--- config.mk ---
export PLATFORM = sky130hd
export DESIGN_NAME = arcade_input_ctrl
export DESIGN_NICKNAME = d
export VERILOG_FILES = /design/src/rtl/arcade_input_ctrl.sv
export SDC_FILE = /design/constraint.sdc
export NUM_CORES = 1
export LEC_CHECK = 0
export CELL_PAD_IN_SITES_DETAIL_PLACEMENT = 0
export CELL_PAD_IN_SITES_GLOBAL_PLACEMENT = 2
export CORE_ASPECT_RATIO = 0.75
export CORE_MARGIN = 10
export CORE_UTILIZATION = 28
export CTS_BUF_LIST = sky130_fd_sc_hd__clkbuf_4
export CTS_CLUSTER_SIZE = 30
export DETAILED_ROUTE_END_ITERATION = 10
export GPL_TIMING_DRIVEN = 0
export HOLD_SLACK_MARGIN = 0.02
export PLACE_DENSITY = 0.86
export SLEW_MARGIN = 20
export SYNTH_ARGS = -nofsm -noshare
export SYNTH_HDL_FRONTEND = slang
export SYNTH_SLANG_ARGS = --single-unit
--- constraint.sdc ---
create_clock -name clk -period 1.7 [get_ports clk]
set_input_delay 0.17 -clock clk [delete_from_list [all_inputs] [get_ports clk]]
set_output_delay 0.17 -clock clk [all_outputs]
set_load 0.05 [all_outputs]
--- src/rtl/arcade_input_ctrl.sv ---
// -----------------------------------------------------------------------------
// arcade_input_ctrl
//   Input front end for the Phoenix/Pleiads core. Decodes toggle-style PS/2
//   key events into latched key states, merges both MiSTer joysticks, and
//   shapes the coin request into a fixed-width pulse with a re-trigger lockout.
//
// Parameters
//   COIN_PULSE : clk cycles btn_coin is held high per coin (>= 1)
//   COIN_GAP   : clk cycles of forced-low lockout after coin released (>= 1)
//   CW         : coin counter width, must hold max(COIN_PULSE, COIN_GAP)
//
// Ports
//   clk              in   system clock
//   reset_n          in   asynchronous active-low reset
//   ps2_key[10:0]    in   [10] event toggle, [9] pressed, [8] extended, [7:0] scan code
//   joystick_0[15:0] in   player 1 pad ([0]R [1]L [4]fire [5]start1 [6]start2 [7]coin [8]barrier)
//   joystick_1[15:0] in   player 2 pad, same bit map
//   kbd_clear        in   synchronous release of every latched key state
//   btn_coin         out  shaped coin pulse
//   btn_player_start out  [0] start 1P, [1] start 2P
//   btn_left/right/barrier/fire  out  merged player controls
//   All outputs are registered; input-to-output latency is two clocks.
// -----------------------------------------------------------------------------
module arcade_input_ctrl #(
    parameter int unsigned COIN_PULSE = 110000,
    parameter int unsigned COIN_GAP   = 110000,
    parameter int unsigned CW         = 17
) (
    input  logic        clk,
    input  logic        reset_n,
    input  logic [10:0] ps2_key,
    input  logic [15:0] joystick_0,
    input  logic [15:0] joystick_1,
    input  logic        kbd_clear,
    output logic        btn_coin,
    output logic [1:0]  btn_player_start,
    output logic        btn_left,
    output logic        btn_right,
    output logic        btn_barrier,
    output logic        btn_fire
);

    // Bit positions of the latched key states
    localparam int K_LEFT1    = 0;
    localparam int K_RIGHT1   = 1;
    localparam int K_FIRE1    = 2;
    localparam int K_BARRIER1 = 3;
    localparam int K_START1   = 4;
    localparam int K_START2   = 5;
    localparam int K_COIN1    = 6;
    localparam int K_COIN2    = 7;
    localparam int K_LEFT2    = 8;
    localparam int K_RIGHT2   = 9;
    localparam int K_FIRE2    = 10;
    localparam int K_BARRIER2 = 11;

    localparam logic [CW-1:0] PULSE_LAST = CW'(COIN_PULSE - 32'd1);
    localparam logic [CW-1:0] GAP_LAST   = CW'(COIN_GAP - 32'd1);
    localparam logic [CW-1:0] CNT_ZERO   = {CW{1'b0}};
    localparam logic [CW-1:0] CNT_ONE    = {{(CW-1){1'b0}}, 1'b1};

    typedef enum logic [1:0] {
        ST_IDLE  = 2'd0,
        ST_PULSE = 2'd1,
        ST_HOLD  = 2'd2,
        ST_GAP   = 2'd3
    } coin_state_t;

    logic              toggle_r;
    logic              prime_r;
    logic [11:0]       key_r;
    logic [11:0]       key_next_s;
    logic [15:0]       joy_r;
    logic              event_s;
    logic [8:0]        code_s;
    logic              coin_raw_s;
    coin_state_t       state_r;
    coin_state_t       state_next_s;
    logic [CW-1:0]     cnt_r;
    logic [CW-1:0]     cnt_next_s;
    logic              unused_joy_s;

    // Pad bits with no function in this core
    assign unused_joy_s = ^{joy_r[15:9], joy_r[3:2]};

    // prime_r masks the first clock after reset so a toggle bit already high
    // at release is not mistaken for a key event.
    assign event_s = prime_r && (ps2_key[10] != toggle_r);
    assign code_s  = {ps2_key[8], ps2_key[7:0]};

    // Next key-state vector: clear wins over a decoded event
    always_comb begin
        key_next_s = key_r;
        if (kbd_clear) begin
            key_next_s = 12'h000;
        end else if (event_s) begin
            case (code_s)
                9'h06B, 9'h16B: key_next_s[K_LEFT1]    = ps2_key[9];
                9'h074, 9'h174: key_next_s[K_RIGHT1]   = ps2_key[9];
                9'h029:         key_next_s[K_FIRE1]    = ps2_key[9];
                9'h014, 9'h114: key_next_s[K_BARRIER1] = ps2_key[9];
                9'h005, 9'h016: key_next_s[K_START1]   = ps2_key[9];
                9'h006, 9'h01E: key_next_s[K_START2]   = ps2_key[9];
                9'h02E:         key_next_s[K_COIN1]    = ps2_key[9];
                9'h036:         key_next_s[K_COIN2]    = ps2_key[9];
                9'h023:         key_next_s[K_LEFT2]    = ps2_key[9];
                9'h034:         key_next_s[K_RIGHT2]   = ps2_key[9];
                9'h01C:         key_next_s[K_FIRE2]    = ps2_key[9];
                9'h01B:         key_next_s[K_BARRIER2] = ps2_key[9];
                default:        key_next_s = key_r;
            endcase
        end else begin
            key_next_s = key_r;
        end
    end

    // Event detector, key-state latches and joystick capture
    always_ff @(posedge clk or negedge reset_n) begin
        if (!reset_n) begin
            toggle_r <= 1'b0;
            prime_r  <= 1'b0;
            key_r    <= 12'h000;
            joy_r    <= 16'h0000;
        end else begin
            toggle_r <= ps2_key[10];
            prime_r  <= 1'b1;
            key_r    <= key_next_s;
            joy_r    <= joystick_0 | joystick_1;
        end
    end

    // Registered player controls merged from keyboard and pads
    always_ff @(posedge clk or negedge reset_n) begin
        if (!reset_n) begin
            btn_left         <= 1'b0;
            btn_right        <= 1'b0;
            btn_fire         <= 1'b0;
            btn_barrier      <= 1'b0;
            btn_player_start <= 2'b00;
        end else begin
            btn_left            <= key_r[K_LEFT1] | key_r[K_LEFT2] | joy_r[1];
            btn_right           <= key_r[K_RIGHT1] | key_r[K_RIGHT2] | joy_r[0];
            btn_fire            <= key_r[K_FIRE1] | key_r[K_FIRE2] | joy_r[4];
            btn_barrier         <= key_r[K_BARRIER1] | key_r[K_BARRIER2] | joy_r[8];
            btn_player_start[0] <= key_r[K_START1] | joy_r[5];
            btn_player_start[1] <= key_r[K_START2] | joy_r[6];
        end
    end

    assign coin_raw_s = key_r[K_COIN1] | key_r[K_COIN2] | joy_r[7];

    // Coin shaper next state: fixed pulse, wait for release, then clean-low gap.
    // Count states end on >= so an out-of-range count can never run away.
    always_comb begin
        state_next_s = state_r;
        cnt_next_s   = cnt_r;
        case (state_r)
            ST_IDLE: begin
                if (coin_raw_s) begin
                    state_next_s = ST_PULSE;
                    cnt_next_s   = CNT_ZERO;
                end else begin
                    state_next_s = ST_IDLE;
                end
            end
            ST_PULSE: begin
                if (cnt_r >= PULSE_LAST) begin
                    state_next_s = ST_HOLD;
                    cnt_next_s   = CNT_ZERO;
                end else begin
                    cnt_next_s = cnt_r + CNT_ONE;
                end
            end
            ST_HOLD: begin
                if (!coin_raw_s) begin
                    state_next_s = ST_GAP;
                    cnt_next_s   = CNT_ZERO;
                end else begin
                    state_next_s = ST_HOLD;
                end
            end
            ST_GAP: begin
                if (coin_raw_s) begin
                    cnt_next_s = CNT_ZERO;
                end else if (cnt_r >= GAP_LAST) begin
                    state_next_s = ST_IDLE;
                    cnt_next_s   = CNT_ZERO;
                end else begin
                    cnt_next_s = cnt_r + CNT_ONE;
                end
            end
            default: begin
                state_next_s = ST_IDLE;
                cnt_next_s   = CNT_ZERO;
            end
        endcase
    end

    // Coin shaper state, counter and registered pulse output
    always_ff @(posedge clk or negedge reset_n) begin
        if (!reset_n) begin
            state_r  <= ST_IDLE;
            cnt_r    <= CNT_ZERO;
            btn_coin <= 1'b0;
        end else begin
            state_r  <= state_next_s;
            cnt_r    <= cnt_next_s;
            btn_coin <= (state_next_s == ST_PULSE);
        end
    end

endmodule

==> impl_results.md <==
- Run status: complete, but fails checks
- Failing checks: setup timing
- Total GRT Usage: 9.14%
- Final Net Count: 321
- Max Slew Vio Count: 0
- FP Rows: 28
- Cells traversed along the worst timing path: or4_4 > a21o_4 > nand4_1 > xor2_1 > nor2_1
- Die X-Extent: 123 µm
- Vias in the first global route: 1759
- Worst-case clock buffer depth: 2
- Maximum ir drop on the vdd rail: 0.000429 V
- Post-route minimum period: 1.71 ns
- Cell count after synthesis: 220
- Wirelength per Cell: 13.9 µm
- Most common cell after layout, fill and taps aside: dfrtp_1
- Number of port buffers: 33
- Async SR Flop Fraction: 100%
- Clock tree from TritonCTS: yes
- Die height: 97.2 µm
- Total global routing overflow: 0
- Reg2Reg Launch Point: key_r[7]
- Initial detailed-routing violation count: 135
- Clk_skew: 0.0115 ns
- Global placement routability congestion: 0.828
- Effective utilization at floorplan: 28.5%
- Max-cap violations: 0
- Largest net degree at the start of global routing: 18
- Unrepaired setup endpoints after global routing: yes
- Arrival @ worst endpoint: 1.97 ns
- Static leakage: 1.23 nW
- Register-to-register setup slack: -0.01 ns
- Post-route non-filler standard cell count: 379
- TritonCTS Buffers: 5
- DR pass1 iterations: 6
- Ports placed on the boundary: 53
- Count of cells along the worst register-to-register path: 5
- Part of the Yosys area used for sequential elements: 52.8%
- Total number of clock tree sinks: 47
- Final setup vio count: 1
- Min-Delay Path Class: in2async
- Yosys warning total: 0
- Post-Route Hold Slack: 0.253 ns
- Power density relative to cell area: 732 mW/mm²
- Number of distinct library cell variants in the gate-level netlist after synthesis: 40
- Syn_nets: 267
- Slowest cell on crit path: or4_4
- Type of the setup path with the least slack: reg2reg
- CTS Root Cell: clkbuf_4
- Maximum cell stage delay along the critical path: 0.58 ns
- Endpoints failing hold: 0
- Antenna diodes: 0
- Fmax achieved: 584 MHz
- Antenna viol nets, final: 0
- Average cell area after synthesis: 10.1 µm²
- Commonest cells after routing, fill and taps aside: dfrtp_1 (42), nor2_1 (25), clkdlybuf4s50_1 (25)
- Transition time at the pin with the least slew margin: 0.520 ns
- Number of synthesized flops with an enable pin: 0
- Proportion of layout cells with a drive suffix above 1: 24.5%
- Setup crit start kind: flop
- Final Routed Wirelength: 5260 µm
- #FFs+latches synth: 47
- Slack of the critical path: -0.0131 ns
- Residual DRC: 0
- Routed via count: 1773
- Total Die Area: 0.0120 mm²
- Max FO, Critical Path: 8
- Insertion delay of the later-clocked pin in the worst-skew pair: 0.36 ns
- Wire length of the first global-routing pass: 8890 µm
- Placeable Area: 0.00781 mm²
- Max H-tree Level: 2
- Area added between synthesis and finish: 40.8%
- Detailed placement HPWL: 3720 µm
- Endpoint of the worst-slack reg-to-reg timing path: cnt_r[4]
- Required time at the endpoint of the critical path: 1.95 ns
- Initial antenna violation count: 0
- Headroom to the max-slew limit: 65.3%
- Clock-pin slew on the worst setup and hold paths: 0.13 ns
- Tcrit/Tclk final: 101%
- Endpoint class of the critical path: flop
- Placed instance count: 360
- Vias per cell: 4.68
- Post-Synthesis Cell Area: 0.00223 mm²
- Top flip-flop cell by instance count after synthesis: dfrtp_1
-- registers in the layout, summed over array words and instances, names as in the netlist --
name and count:
toggle_r 1, btn_fire 1, btn_barrier 1, state_r 2
btn_coin 1, prime_r 1, key_r 12, btn_right 1
btn_player_start 2, joy_r 7, cnt_r 17, btn_left 1
-- critical path, delay by kind of cell (launching register included) --
kind | cells | cell delay (ns)
compound gates | 1 | 0.26
xor+xnor | 1 | 0.18
flops | 1 | 0.42
simple gates | 3 | 0.75
-- how the worst max path moves through the flow --
stage,start,endpoint,cells after the start,slack (ns)
after floorplan,key_r[7],cnt_r[12],5,0.09
after CTS,toggle_r,key_r[8],5,-0.02
final,key_r[7],cnt_r[4],5,-0.01
after global routing,key_r[7],cnt_r[4],5,-0.06
after detailed placement,ps2_key[10],key_r[8],6,-0.46
after global placement,reset_n,cnt_r[16],1,-0.95
-- through the flow --
stage                     util [%]  power (W)  TNS (ns)  cell area [µm²]  worst slack (ns)
after detailed placement      35.0    0.00171     -6.05             2740            -0.464
final                         40.1    0.00230   -0.0131             3130           -0.0131
after global routing          40.1    0.00245    -0.180             3130           -0.0570
after floorplan                  -    0.00152         0             2230            0.0916
after global placement        34.4    0.00168    -50.45             2690            -0.954
after CTS                     37.8    0.00226   -0.0431             2950           -0.0236
-- power breakdown --
group | switching (W) | internal, W | total, W | leakage (nW)
clock | 0.000352 | 0.000147 | 0.000500 | 0.0285
combinational | 0.000257 | 0.000234 | 0.000490 | 0.619
sequential | 0.0000988 | 0.00121 | 0.00131 | 0.582
-- cell usage after synthesis (2+ instances only) --
library cell / n / area, µm²
clkbuf_1: 3 / 11.3
a21oi_1: 8 / 40.0
or4_4: 2 / 22.5
nor3_1: 8 / 40.0
nand2b_1: 3 / 18.8
nor4_1: 6 / 37.5
xor2_1: 12 / 105
nand4_1: 5 / 31.3
nand2_1: 21 / 78.8
xnor2_1: 6 / 52.6
and4_1: 2 / 17.5
or3_1: 4 / 25.0
or2_2: 10 / 62.6
nand3b_1: 2 / 15.0
nor2_1: 25 / 93.8
nor2b_1: 2 / 12.5
dfrtp_1: 47 / 1180
inv_1: 4 / 15.0
nand3_1: 10 / 50.1
o21ai_0: 11 / 55.1
mux2i_1: 10 / 100
-- logic make-up (layout without fill, tap and decap cells) --
group	after synthesis	in the layout	synth area share [%]
multiplexers	11	11	5.00
other	1	1	0.168
AND/OR/NAND/NOR	108	109	26.4
buffers and inverters	8	61	1.40
AO/OA/AOI/OAI	26	26	6.58
adder cells (fa/ha/maj)	1	1	0.562
flip-flops	47	47	52.8
XOR/XNOR	18	18	7.08
-- layer usage --
layer  up-vias  part of all wire [%]  global-route usage [%]
met3         7                   3.4                    2.50
met5         -                     0                       0
met4         0                   1.3                    3.25
met1       856                    50                    13.1
li1        873                     -                       -
met2        37                    45                    12.7
-- cell type report --
| type | instances | area, µm² |
|---|---|---|
| fill | 773 | 4680 |
| multi-input combinational | 166 | 1270 |
| sequential | 47 | 1180 |
| timing repair buffer | 46 | 475 |
| tap | 105 | 131 |
| clock buffer | 5 | 37.5 |
| buffer | 4 | 16.3 |
| inverter | 4 | 15.0 |
| clock inverter | 2 | 8.76 |
-- what timing repair did --
item | in CTS | in global routing
endpoints found under the setup margin | 27 | 31
gates cloned | 1 | 0
hold buffers | 1 | 0
endpoints found under the hold margin | 26 | 0
setup buffers | 6 | 5
gates resized for setup | 20 | 34
pin swaps | 4 | 8
Power figures use the tool's default switching activity.
